**config.mk**
```make
export PLATFORM = sky130hd
export DESIGN_NAME = block_cipher_engine
export DESIGN_NICKNAME = d
export VERILOG_FILES = /design/src/rtl/block_cipher_engine.sv
export SDC_FILE = /design/constraint.sdc
export NUM_CORES = 1
export LEC_CHECK = 0
export ABC_CLOCK_PERIOD_IN_PS = 1850
export CORE_ASPECT_RATIO = 0.5
export CORE_MARGIN = 5
export CORE_UTILIZATION = 45
export CTS_CLUSTER_DIAMETER = 60
export DETAILED_ROUTE_END_ITERATION = 12
export PLACE_DENSITY_LB_ADDON = 0.08
export SLEW_MARGIN = 20
export SYNTH_ARGS = -nofsm -noshare
export SYNTH_HDL_FRONTEND = slang
export SYNTH_SLANG_ARGS = --single-unit
```
**constraint.sdc**
```tcl
create_clock -name clk -period 1.85 [get_ports clk]
set_clock_uncertainty 0.15 [all_clocks]
set_input_delay 0.185 -clock clk [delete_from_list [all_inputs] [get_ports clk]]
set_output_delay 0.185 -clock clk [all_outputs]
set_load 0.05 [all_outputs]
```
**src/rtl/block_cipher_engine.sv**
```systemverilog
// block_cipher_engine
//   Iterative block cipher: one round per clock over NUM_WORDS words of WORD_W
//   bits. Each round is a per-word rotate, a one-word cyclic shift that folds
//   the round key into the wrapped word, and a key XOR. Decrypt runs the exact
//   inverse with the round keys in reverse order, which are recovered by first
//   running the forward schedule to k_{ROUNDS-1} and then stepping it backwards.
//
// Ports
//   clk, rst_n          clock, asynchronous active-low reset
//   in_valid/in_ready   input handshake (ready only while idle)
//   mode                0 = encrypt, 1 = decrypt (sampled on accept)
//   key                 base key k0 (sampled on accept)
//   data_in             block, word i = data_in[i*WORD_W +: WORD_W]
//   out_valid/out_ready output handshake
//   data_out            block register, same word ordering as data_in
//   busy                high whenever not idle
module block_cipher_engine #(
   parameter  int WORD_W    = 64,
   parameter  int NUM_WORDS = 4,
   parameter  int ROUNDS    = 3,
   localparam int BLOCK_W   = WORD_W * NUM_WORDS
) (
   input  logic               clk,
   input  logic               rst_n,
   input  logic               in_valid,
   output logic               in_ready,
   input  logic               mode,
   input  logic [WORD_W-1:0]  key,
   input  logic [BLOCK_W-1:0] data_in,
   output logic               out_valid,
   input  logic               out_ready,
   output logic [BLOCK_W-1:0] data_out,
   output logic               busy
);

   localparam int CNT_W = $clog2(ROUNDS + 1);
   // Counter value on the final key-expansion cycle (unused when ROUNDS == 1).
   localparam int KEXP_LAST = (ROUNDS > 1) ? ROUNDS - 2 : 0;

   typedef enum logic [1:0] {IDLE, KEYEXP, ROUND, DONE} state_t;

   state_t                             state_q, state_d;
   logic [NUM_WORDS-1:0][WORD_W-1:0]   blk_q, blk_d;
   logic [WORD_W-1:0]                  key_q, key_d;
   logic                               mode_q, mode_d;
   logic [CNT_W-1:0]                   cnt_q, cnt_d;

   // ---------------- round datapath ----------------
   logic [NUM_WORDS-1:0][WORD_W-1:0] rot_l, enc_sh, enc_blk;
   logic [NUM_WORDS-1:0][WORD_W-1:0] dec_x, dec_sh, dec_blk;

   for (genvar i = 0; i < NUM_WORDS; i++) begin : g_word
      // encrypt: rotl1, shift up (key folded into the wrapped word), key XOR
      assign rot_l[i] = {blk_q[i][WORD_W-2:0], blk_q[i][WORD_W-1]};
      if (i == 0) begin : g_enc_wrap
         assign enc_sh[i] = rot_l[NUM_WORDS-1] ^ key_q;
      end else begin : g_enc_shift
         assign enc_sh[i] = rot_l[i-1];
      end
      assign enc_blk[i] = enc_sh[i] ^ key_q;

      // decrypt: key XOR, shift down (unfold key from wrapped word), rotr1
      assign dec_x[i] = blk_q[i] ^ key_q;
      if (i == NUM_WORDS - 1) begin : g_dec_wrap
         assign dec_sh[i] = dec_x[0] ^ key_q;
      end else begin : g_dec_shift
         assign dec_sh[i] = dec_x[i+1];
      end
      assign dec_blk[i] = {dec_sh[i][0], dec_sh[i][WORD_W-1:1]};
   end

   // ---------------- key schedule ----------------
   logic [CNT_W-1:0]  cnt_m1;
   logic [WORD_W-1:0] key_fwd, key_bwd_x, key_bwd;

   assign cnt_m1    = cnt_q - CNT_W'(1);
   assign key_fwd   = {key_q[WORD_W-4:0], key_q[WORD_W-1:WORD_W-3]} ^ WORD_W'(cnt_q);
   assign key_bwd_x = key_q ^ WORD_W'(cnt_m1);
   assign key_bwd   = {key_bwd_x[2:0], key_bwd_x[WORD_W-1:3]};

   // ---------------- control ----------------
   always_comb begin
      state_d = state_q;
      blk_d   = blk_q;
      key_d   = key_q;
      mode_d  = mode_q;
      cnt_d   = cnt_q;
      unique case (state_q)
         IDLE: begin
            if (in_valid) begin
               blk_d   = data_in;
               key_d   = key;
               mode_d  = mode;
               cnt_d   = '0;
               state_d = (!mode || ROUNDS == 1) ? ROUND : KEYEXP;
            end
         end
         KEYEXP: begin
            // walk forward to k_{ROUNDS-1}; decrypt consumes keys top-down
            key_d = key_fwd;
            cnt_d = cnt_q + CNT_W'(1);
            if (cnt_q == CNT_W'(KEXP_LAST)) state_d = ROUND;
         end
         ROUND: begin
            if (!mode_q) begin
               blk_d = enc_blk;
               key_d = key_fwd;
               if (cnt_q == CNT_W'(ROUNDS - 1)) state_d = DONE;
               else                             cnt_d = cnt_q + CNT_W'(1);
            end else begin
               blk_d = dec_blk;
               if (cnt_q != '0) begin
                  key_d = key_bwd;
                  cnt_d = cnt_m1;
               end else begin
                  state_d = DONE;
               end
            end
         end
         DONE: begin
            if (out_ready) state_d = IDLE;
         end
         default: state_d = IDLE;
      endcase
   end

   always_ff @(posedge clk or negedge rst_n) begin
      if (!rst_n) begin
         state_q <= IDLE;
         blk_q   <= '0;
         key_q   <= '0;
         mode_q  <= 1'b0;
         cnt_q   <= '0;
      end else begin
         state_q <= state_d;
         blk_q   <= blk_d;
         key_q   <= key_d;
         mode_q  <= mode_d;
         cnt_q   <= cnt_d;
      end
   end

   assign in_ready  = (state_q == IDLE);
   assign out_valid = (state_q == DONE);
   assign busy      = (state_q != IDLE);
   assign data_out  = blk_q;

endmodule

```
# [Yosys cells after proc, flatten, opt, wreduce, memory -nomap -nowiden]
# Cells that the tools add are included.
[totals] ram_bits=0 mem_bits_ro=0 latch_bits=0 output_inout_bits=259 register_bits=325 mem_count=0
[classes] eq_ne=12 magnitude_cmp=0 n_div=0 n_mul=0 addsub=2 n_mux=20 shift=0 n_bitwise=12 n_reduce_logical=10
[ops] op="XOR 64 bit" count=10
[ops] op="2-to-1 mux 256 bit" count=2
[ops] op="one-hot mux 256 bit (2 select lines)" count=1
[ops] op="2-to-1 mux 64 bit" count=3
[ops] op="one-hot mux 64 bit (3 select lines)" count=1
[ops] op="XOR 64 x 2 -> 64 bit" count=2
[ops] op="2-to-1 mux 2 bit" count=11
[ops] op="inequality test 3 bit, second input constant" count=4
[ops] op="one-hot mux 2 bit (4 select lines)" count=1
[ops] op="== test 2 bit, second input constant" count=3
[ops] op="one-hot mux 2 bit (3 select lines)" count=1
[ops] op="nonzero test 2 bit" count=3
[ops] op="AND reduction 5 bit" count=1
[ops] op="== test 2 x 1 -> 1 bit, second input constant" count=2
[ops] op="inequality test 2 bit, second input constant" count=2
[ops] op="AND reduction 2 bit" count=2
[ops] op="AND reduction 4 bit" count=1
[ops] op="AND reduction 3 bit" count=1
[ops] op="nonzero test 3 bit" count=1
[ops] op="adder 2 x 1 -> 2 bit, second input constant" count=1
[ops] op="zero test 2 bit" count=1
[ops] op="inequality test 2 x 1 -> 1 bit, second input constant" count=1
[ops] op="subtractor 2 x 1 -> 2 bit, second input constant" count=1

# [Logic depth before layout (Yosys ltp)]
# Gate-level depths: netlist of run 1.
[logic_depth] depth_word=5 mapped_depth=8

# [Worst setup path before layout of run 1]
# No wires, ideal clock.
[synth_path] path_type="register to register" start="register state_q[0]" end="register blk_q, in the netlist data_out[195]" path_slack_ns=-0.490 n_path_buf=2 synth_period_minus_slack_ns=2.340 t_arrival_ns=2.124 stages_incl_launch_ff=9 required_ns=1.634 path_cell_list="dfrtp_1 inv_1 ha_1 mux2_4 and2_1 buf_6 buf_6 a21oi_1 o22a_1"
[synth_between] elab_chain_cells=3
[synth_rtl] element="from (decl)" line="42" source="state_t state_q, state_d;"
[synth_rtl] element="from (signal assigned)" line="135" source="state_q <= state_d;"
[synth_rtl] element="zero test 2 bit (*)"
[synth_rtl] element="named net in_ready" line="26" source="output logic in_ready,"
[synth_rtl] element="inequality test 2 bit (no source line) / nonzero test 2 bit (equally long branches)"
[synth_rtl] element="AND reduction 2 bit (no source line)"
[synth_rtl] element="to (signal assigned)" line="136" source="blk_q <= blk_d;"
[synth_rtl] element="to (decl)" line="43" source="logic [NUM_WORDS-1:0][WORD_W-1:0] blk_q, blk_d;"
# Mark *: on every way through the listed nets, which the timed path passes. The rest lies on a longest branch.
# A chain may end at the register's enable or synchronous reset.

# [Final worst setup path of run 1]
[layout_path] start="register state_q[0]" end="register blk_q, in the netlist data_out[128]"
[layout_between] elab_chain_cells=3
[layout_rtl] element="== test 2 bit / zero test 2 bit (equally long branches)" line="88" source="unique case (state_q)"
[layout_rtl] element="nonzero test 2 bit (no source line) / inequality test 2 bit (equally long branches)"
[layout_rtl] element="AND reduction 2 bit (no source line)"
# Parallel ways exist; a longest one is shown, timed or not.

==> run metrics, run 1 <==
Final Max Slew Viols 0; EDFF count, synth 0; Remaining DRCs 0; vias in the first global route approximately 21000; relative slew slack 0.611; final instance area 32900 µm²; via density per instance 5.86; final wirelength 92700 µm; CP arrival 2330 ps; Top Ports 584; CP startpoint kind register; Area contributors post-synth dfrtp_1 38%, a21oi_1 8.9%, xor2_1 7.9%; top cell type's share of synthesized area 0.376; worst reg2reg endpoint data_out[128]$_DFFE_PN0P_; clock slew at reported path FFs about 70 ps; first-pass GRT wire length 126000 µm; RSZ-0062 raised after global routing true; Syn Nets 2936; Period Utilization, post-route 1.12; CTS tree done; top_reg_cell synth dfrtp_1; Yosys reg bits 325; Non-Filler Instances 3872; worst r2r path cells 10; critical path class register to register; Initial Utilization 0.458; actual slew at the worst max-slew pin 584 ps; CP Max Fanout 6; Critical Path Sink Type register; chip height 165 µm; first drt pass iteration count 8; Core Area approximately 47000 µm²; Seq/Total Area, Yosys 0.376; status finished with violations; Yosys cell types 36; clk root buf clkbuf_16; synthesized area 21600 µm²; initial antenna violation count 17; aggregate global routing overflow 0; maxcap violations 0; CTS Buf Count 34; minimum clock period just over 2000 ps; violated checks setup timing; Area Growth Syn to Fin 52.0%; RD Place Congestion about 0.89; largest net degree at the start of global routing 78; Final ANT Viol Nets 0; Worst R2R Start state_q[0]$_DFFE_PN0P_; area post-placement between 20000 and 30000 µm²; Post-synth ARST share 1.00; H-tree levels 2; worst hold path class input port to async pin; routed vias 22700; hold violation count in the final report 0; Port Buffers 583; clk sink count 325; share of layout cells above drive strength 1 0.275; Die Span X 320 µm; Global Route Usage Sum 0.298; fillers 3735; R2R setup slack -230 ps; DIE AREA 52800 µm²; Avg WL per Cell 23.9 µm; Max Fclk 0.482 GHz; Post-DP HPWL 57400 µm; later-pin clock latency in the skew report 530 ps; Synth Warn # 0; fin nets 3528; First DRT Iteration DRCs about 2200; cells after synthesis 2602; placed cell count 3702; Yosys top cell by area dfrtp_1; Setup TNS Final -44360 ps; final-report setup violation count 326; Rows 56; Setup WS post-layout -226 ps; syn_area_per_cell 8.31 µm²; Clock Path Buffers 3; Req. time, crit path 2110 ps
metal layers:
metal,global-route usage,share of wire,vias to the layer above
met1,0.403,0.42,11300
met5,0,0.00022,-
met2,0.501,0.48,1059
met3,0.0386,0.070,172
li1,-,-,10200
met4,0.100,0.029,4
sequential cells by signal (all words and copies together), names as in the netlist:
| signal | flops |
|---|---|
| data_out | 256 |
| state_q | 2 |
| key_q | 64 |
| cnt_q | 2 |
| mode_q | 1 |
cells in the final DEF, fill, tap and decap left out, types with 4 or more instances in the layout:
| master | netlist | final |
|---|---|---|
| a21oi_1 | 386 | 310 |
| a21oi_2 | 0 | 74 |
| a221oi_1 | 63 | 45 |
| a221oi_2 | 0 | 18 |
| buf_12 | 0 | 55 |
| buf_16 | 0 | 14 |
| buf_4 | 25 | 343 |
| buf_6 | 9 | 20 |
| buf_8 | 0 | 19 |
| bufinv_16 | 0 | 4 |
| clkbuf_16 | 0 | 81 |
| clkbuf_8 | 0 | 10 |
| clkdlybuf4s50_1 | 0 | 323 |
| clkinv_2 | 0 | 4 |
| dfrtp_1 | 325 | 324 |
| diode_2 | 0 | 18 |
| ha_1 | 9 | 4 |
| inv_1 | 9 | 6 |
| mux2_2 | 39 | 38 |
| nand2_1 | 196 | 174 |
| nand2_2 | 0 | 6 |
| nand2_4 | 0 | 15 |
| nor2_1 | 321 | 280 |
| nor2_2 | 0 | 23 |
| nor2_4 | 0 | 18 |
| nor2b_1 | 64 | 64 |
| nor3b_1 | 128 | 77 |
| nor3b_2 | 0 | 39 |
| nor3b_4 | 0 | 12 |
| o21ai_0 | 198 | 43 |
| o21ai_1 | 59 | 164 |
| o21ai_2 | 0 | 48 |
| o22a_1 | 65 | 65 |
| o22ai_1 | 65 | 49 |
| o22ai_2 | 0 | 14 |
| xnor2_1 | 193 | 193 |
| xor2_1 | 195 | 195 |
stage by stage:
step / worst slack [ps] / util / hold slack (ps)
final: -226 / 0.697 / 57.3
after global routing: -325 / 0.697 / 83.7
after CTS: -150 / 0.640 / 51.4
after detailed placement: -236 / 0.600 / 20.8
after global placement: -190 / 0.600 / 22.2
after floorplan: -123 / - / -261
what timing repair did:
item	CTS	global route
resized for setup	113	434
endpoints found under the setup margin	325	327
hold buffers	1	0
setup buffers	10	29
hold endpoints to repair	325	0
cloned	6	53
pin swaps	7	132
cells in the mapped netlist, types with 64 or more instances:
cell type / number
nand2_1: 196
clkbuf_1: 95
o22ai_1: 65
nor2b_1: 64
o21ai_0: 198
dfrtp_1: 325
xor2_1: 195
a21oi_1: 386
xnor2_1: 193
o22a_1: 65
nor3b_1: 128
buf_2: 77
nor2_1: 321
worst max path at each step:
stage	startpoint	endpoint	slack, ps	depth (start not counted)
floorplan	state_q[1]$_DFFE_PN0P_	data_out[100]$_DFFE_PN0P_	-120	7
global placement	in_valid	data_out[8]$_DFFE_PN0P_	-190	5
detailed placement	in_valid	data_out[10]$_DFFE_PN0P_	-240	5
CTS	state_q[0]$_DFFE_PN0P_	data_out[188]$_DFFE_PN0P_	-150	10
global route	cnt_q[1]$_DFFE_PN0P_	key_q[6]$_DFFE_PN0P_	-320	9
finish	state_q[0]$_DFFE_PN0P_	data_out[128]$_DFFE_PN0P_	-230	10
final cells by class:
class / instances / area, µm² / area share
Timing Repair Buffer: 820 / 8950 / 0.272
Inverter: 9 / 33.8 / 0.00103
Multi-Input combinational cell: 2004 / 13700 / 0.417
Antenna cell: 18 / 45.0 / 0.00137
Clock buffer: 50 / 1070 / 0.0327
Tap cell: 638 / 798 / 0.0243
Sequential cell: 325 / 8140 / 0.248
Clock inverter: 8 / 140 / 0.00426
critical path, cell delays in order, from the launching register on:
cell	delay, ps
dfrtp_1	380
inv_2	100
ha_4	180
mux2i_4	260
buf_12	180
buf_16	150
buf_12	150
buf_8	110
nor3b_2	40
a21oi_1	160
o21ai_1	90
logic make-up after synthesis:
kind of cell    synth area share
xor+xnor                   0.157
flops                      0.376
mux                       0.0229
simple gates               0.156
buf+inv                   0.0596
fa+ha+maj                0.00521
compound gates             0.223
Power of run 1 is left out: the tool's default activity adds up to more than one toggle a clock period on the data nets, which glitch-free logic cannot reach.
==> run 2: changes to the inputs <==
--- a/config.mk
+++ b/config.mk
@@ -8,7 +8,8 @@
 export ABC_CLOCK_PERIOD_IN_PS = 1850
 export CORE_ASPECT_RATIO = 0.5
 export CORE_MARGIN = 5
-export CORE_UTILIZATION = 45
+export CORE_UTILIZATION = 46
+export CTS_BUF_LIST = sky130_fd_sc_hd__clkbuf_8
 export CTS_CLUSTER_DIAMETER = 60
 export DETAILED_ROUTE_END_ITERATION = 12
 export PLACE_DENSITY_LB_ADDON = 0.08
==> run metrics, run 2 (synthesis gave the netlist of run 1 again) <==
First DRT Iteration DRCs 2607 (+18%); hold violation count in the final report 0 (unchanged); clk root buf clkbuf_8; Top Ports 584 (unchanged); share of layout cells above drive strength 1 0.286 (+0.0107); DIE AREA 51700 µm² (-2.1%); initial antenna violation count 22 (+5); minimum clock period 2120 ps (+46.1 ps); max reg flops 256 (unchanged); fin nets 3588 (+1.7%); Critical Path Sink Type register; CTS Buf Count 52 (+53%); Die Span X 317 µm (-1.1%); Clock Path Buffers 3 (unchanged); Non-Filler Instances 3948 (+2.0%); CP Max Fanout 8 (+2); Rows 56 (unchanged); later-pin clock latency in the skew report 620 ps (+90 ps); status finished with violations; Post-DP HPWL 57600 µm (+0.22%); placed cell count 3730 (+0.76%); most common cell after layout, fill and taps aside buf_4; chip height 163 µm (-1.0%); Period Utilization, post-route 1.15 (+0.0249); Final Max Slew Viols 0 (unchanged); H-tree levels 2 (unchanged); clock slew at reported path FFs 70 ps (about the same); Req. time, crit path 2250 ps (+140 ps); first-pass GRT wire length 130000 µm (+3.2%); Max Fclk 0.471 GHz (-2.2%); Final ANT Viol Nets 0 (unchanged); Initial Utilization 0.463 (+0.00482); largest net degree at the start of global routing 79 (+1.3%); relative slew slack 0.615 (+0.00392); CP arrival 2520 ps (+190 ps); Avg WL per Cell 23.9 µm (-0.29%); violated checks setup timing; Global Route Usage Sum 0.320 (+0.0213); pre-CTS WS -362 ps (-127 ps); CTS tree done; critical path class register to register; Area Growth Syn to Fin 53.9%; Setup WS post-layout -272 ps (-46.1 ps); maxcap violations 0 (unchanged); final instance area 33300 µm² (+1.2%); commonest non-fill, non-tap cells in the layout 362 x buf_4, 324 x dfrtp_1, 323 x clkdlybuf4s50_1; RD Place Congestion 0.876 (-1.0%); CP startpoint kind register; vias in the first global route 21700 (+3.4%); first drt pass iteration count 7 (-1); final wirelength 94200 µm (+1.7%); Core Area 46700 µm² (-1.0%); Port Buffers 583 (unchanged); area post-placement 28500 µm² (+0.74%); Remaining DRCs 0 (unchanged); aggregate global routing overflow 0 (unchanged); via density per instance 5.83 (-0.56%); final-report setup violation count 327 (+0.31%); routed vias 23000 (+1.4%); worst hold path class input port to register; RSZ-0062 raised after global routing true; clk sink count 325 (unchanged); actual slew at the worst max-slew pin 578 ps (-5.88 ps)
## run 2: changes by cell type in the layout (fill, tap and decap cells not counted), moves of 17 or more
| cell | change |
|---|---|
| a21oi_2 | +20 |
| a221oi_2 | -18 |
| nor2_1 | +21 |
| a21oi_1 | -36 |
| buf_4 | +19 |
| clkbuf_16 | -51 |
| a221oi_1 | +18 |
| nand2_1 | +21 |
| buf_6 | +17 |
| clkbuf_8 | +54 |
## run 2: timing repair
action	4_1_cts	5_1_grt
endpoints found under the hold margin	328	0
pin swaps	48	124
resized for setup	176	399
buffers inserted	23	26
gates cloned	18	43
hold buffers	5	0
setup endpoints to repair	325	327
## run 2: cell type report
| cell class | instances | area [µm²] |
|---|---|---|
| Timing Repair Buffer | 861 | 9340 |
| Clock buffer | 64 | 881 |
| Inverter | 9 | 36.3 |
| Clock inverter | 24 | 128 |
| Multi-Input combinational cell | 2005 | 13900 |
| Sequential cell | 325 | 8140 |
| Fill cell | 3629 | 13400 |
| Antenna cell | 22 | 55.1 |
| Tap cell | 638 | 798 |
## run 2: path summary, 6_finish.rpt
kind | startpoint | endpoint | slack (ps) | cells after the start
max reg2reg | state_q[0]$_DFFE_PN0P_ | data_out[209]$_DFFE_PN0P_ | -270 | 8
max in group asynchronous | rst_n | data_out[21]$_DFFE_PN0P_ | 970 | 4
max | state_q[0]$_DFFE_PN0P_ | data_out[209]$_DFFE_PN0P_ | -270 | 8
min reg2reg | key_q[43]$_DFFE_PN0P_ | key_q[43]$_DFFE_PN0P_ | 410 | 2
min in group asynchronous | rst_n | data_out[115]$_DFFE_PN0P_ | 120 | 3
min | key[8] | key_q[8]$_DFFE_PN0P_ | 20 | 3
## run 2: per-layer routing
layer	up-vias	GRT usage	routed length, µm	part of all wire
li1	10300	-	-	-
met1	11400	0.436	39000	0.41
met2	1119	0.509	43900	0.47
met3	226	0.0527	7780	0.083
met4	0	0.133	3500	0.037
met5	-	0	0	0
## run 2: metrics by stage
step	util	hold slack, ps	setup TNS, ps
after CTS	0.661	4.25	-45580
after detailed placement	0.611	-52.6	-54420
after floorplan	-	-261	-31950
final	0.713	19.8	-59700
after global placement	0.611	-52.1	-46890
after global routing	0.713	21.9	-79440
## run 2: critical path: stages, from the launching register on
cell	delay, ps
dfrtp_1	390
inv_2	120
ha_4	190
mux2_4	360
and2_4	220
buf_12	170
buf_12	150
a21oi_2	130
o22a_1	140
Power of run 2 is left out for the same reason.
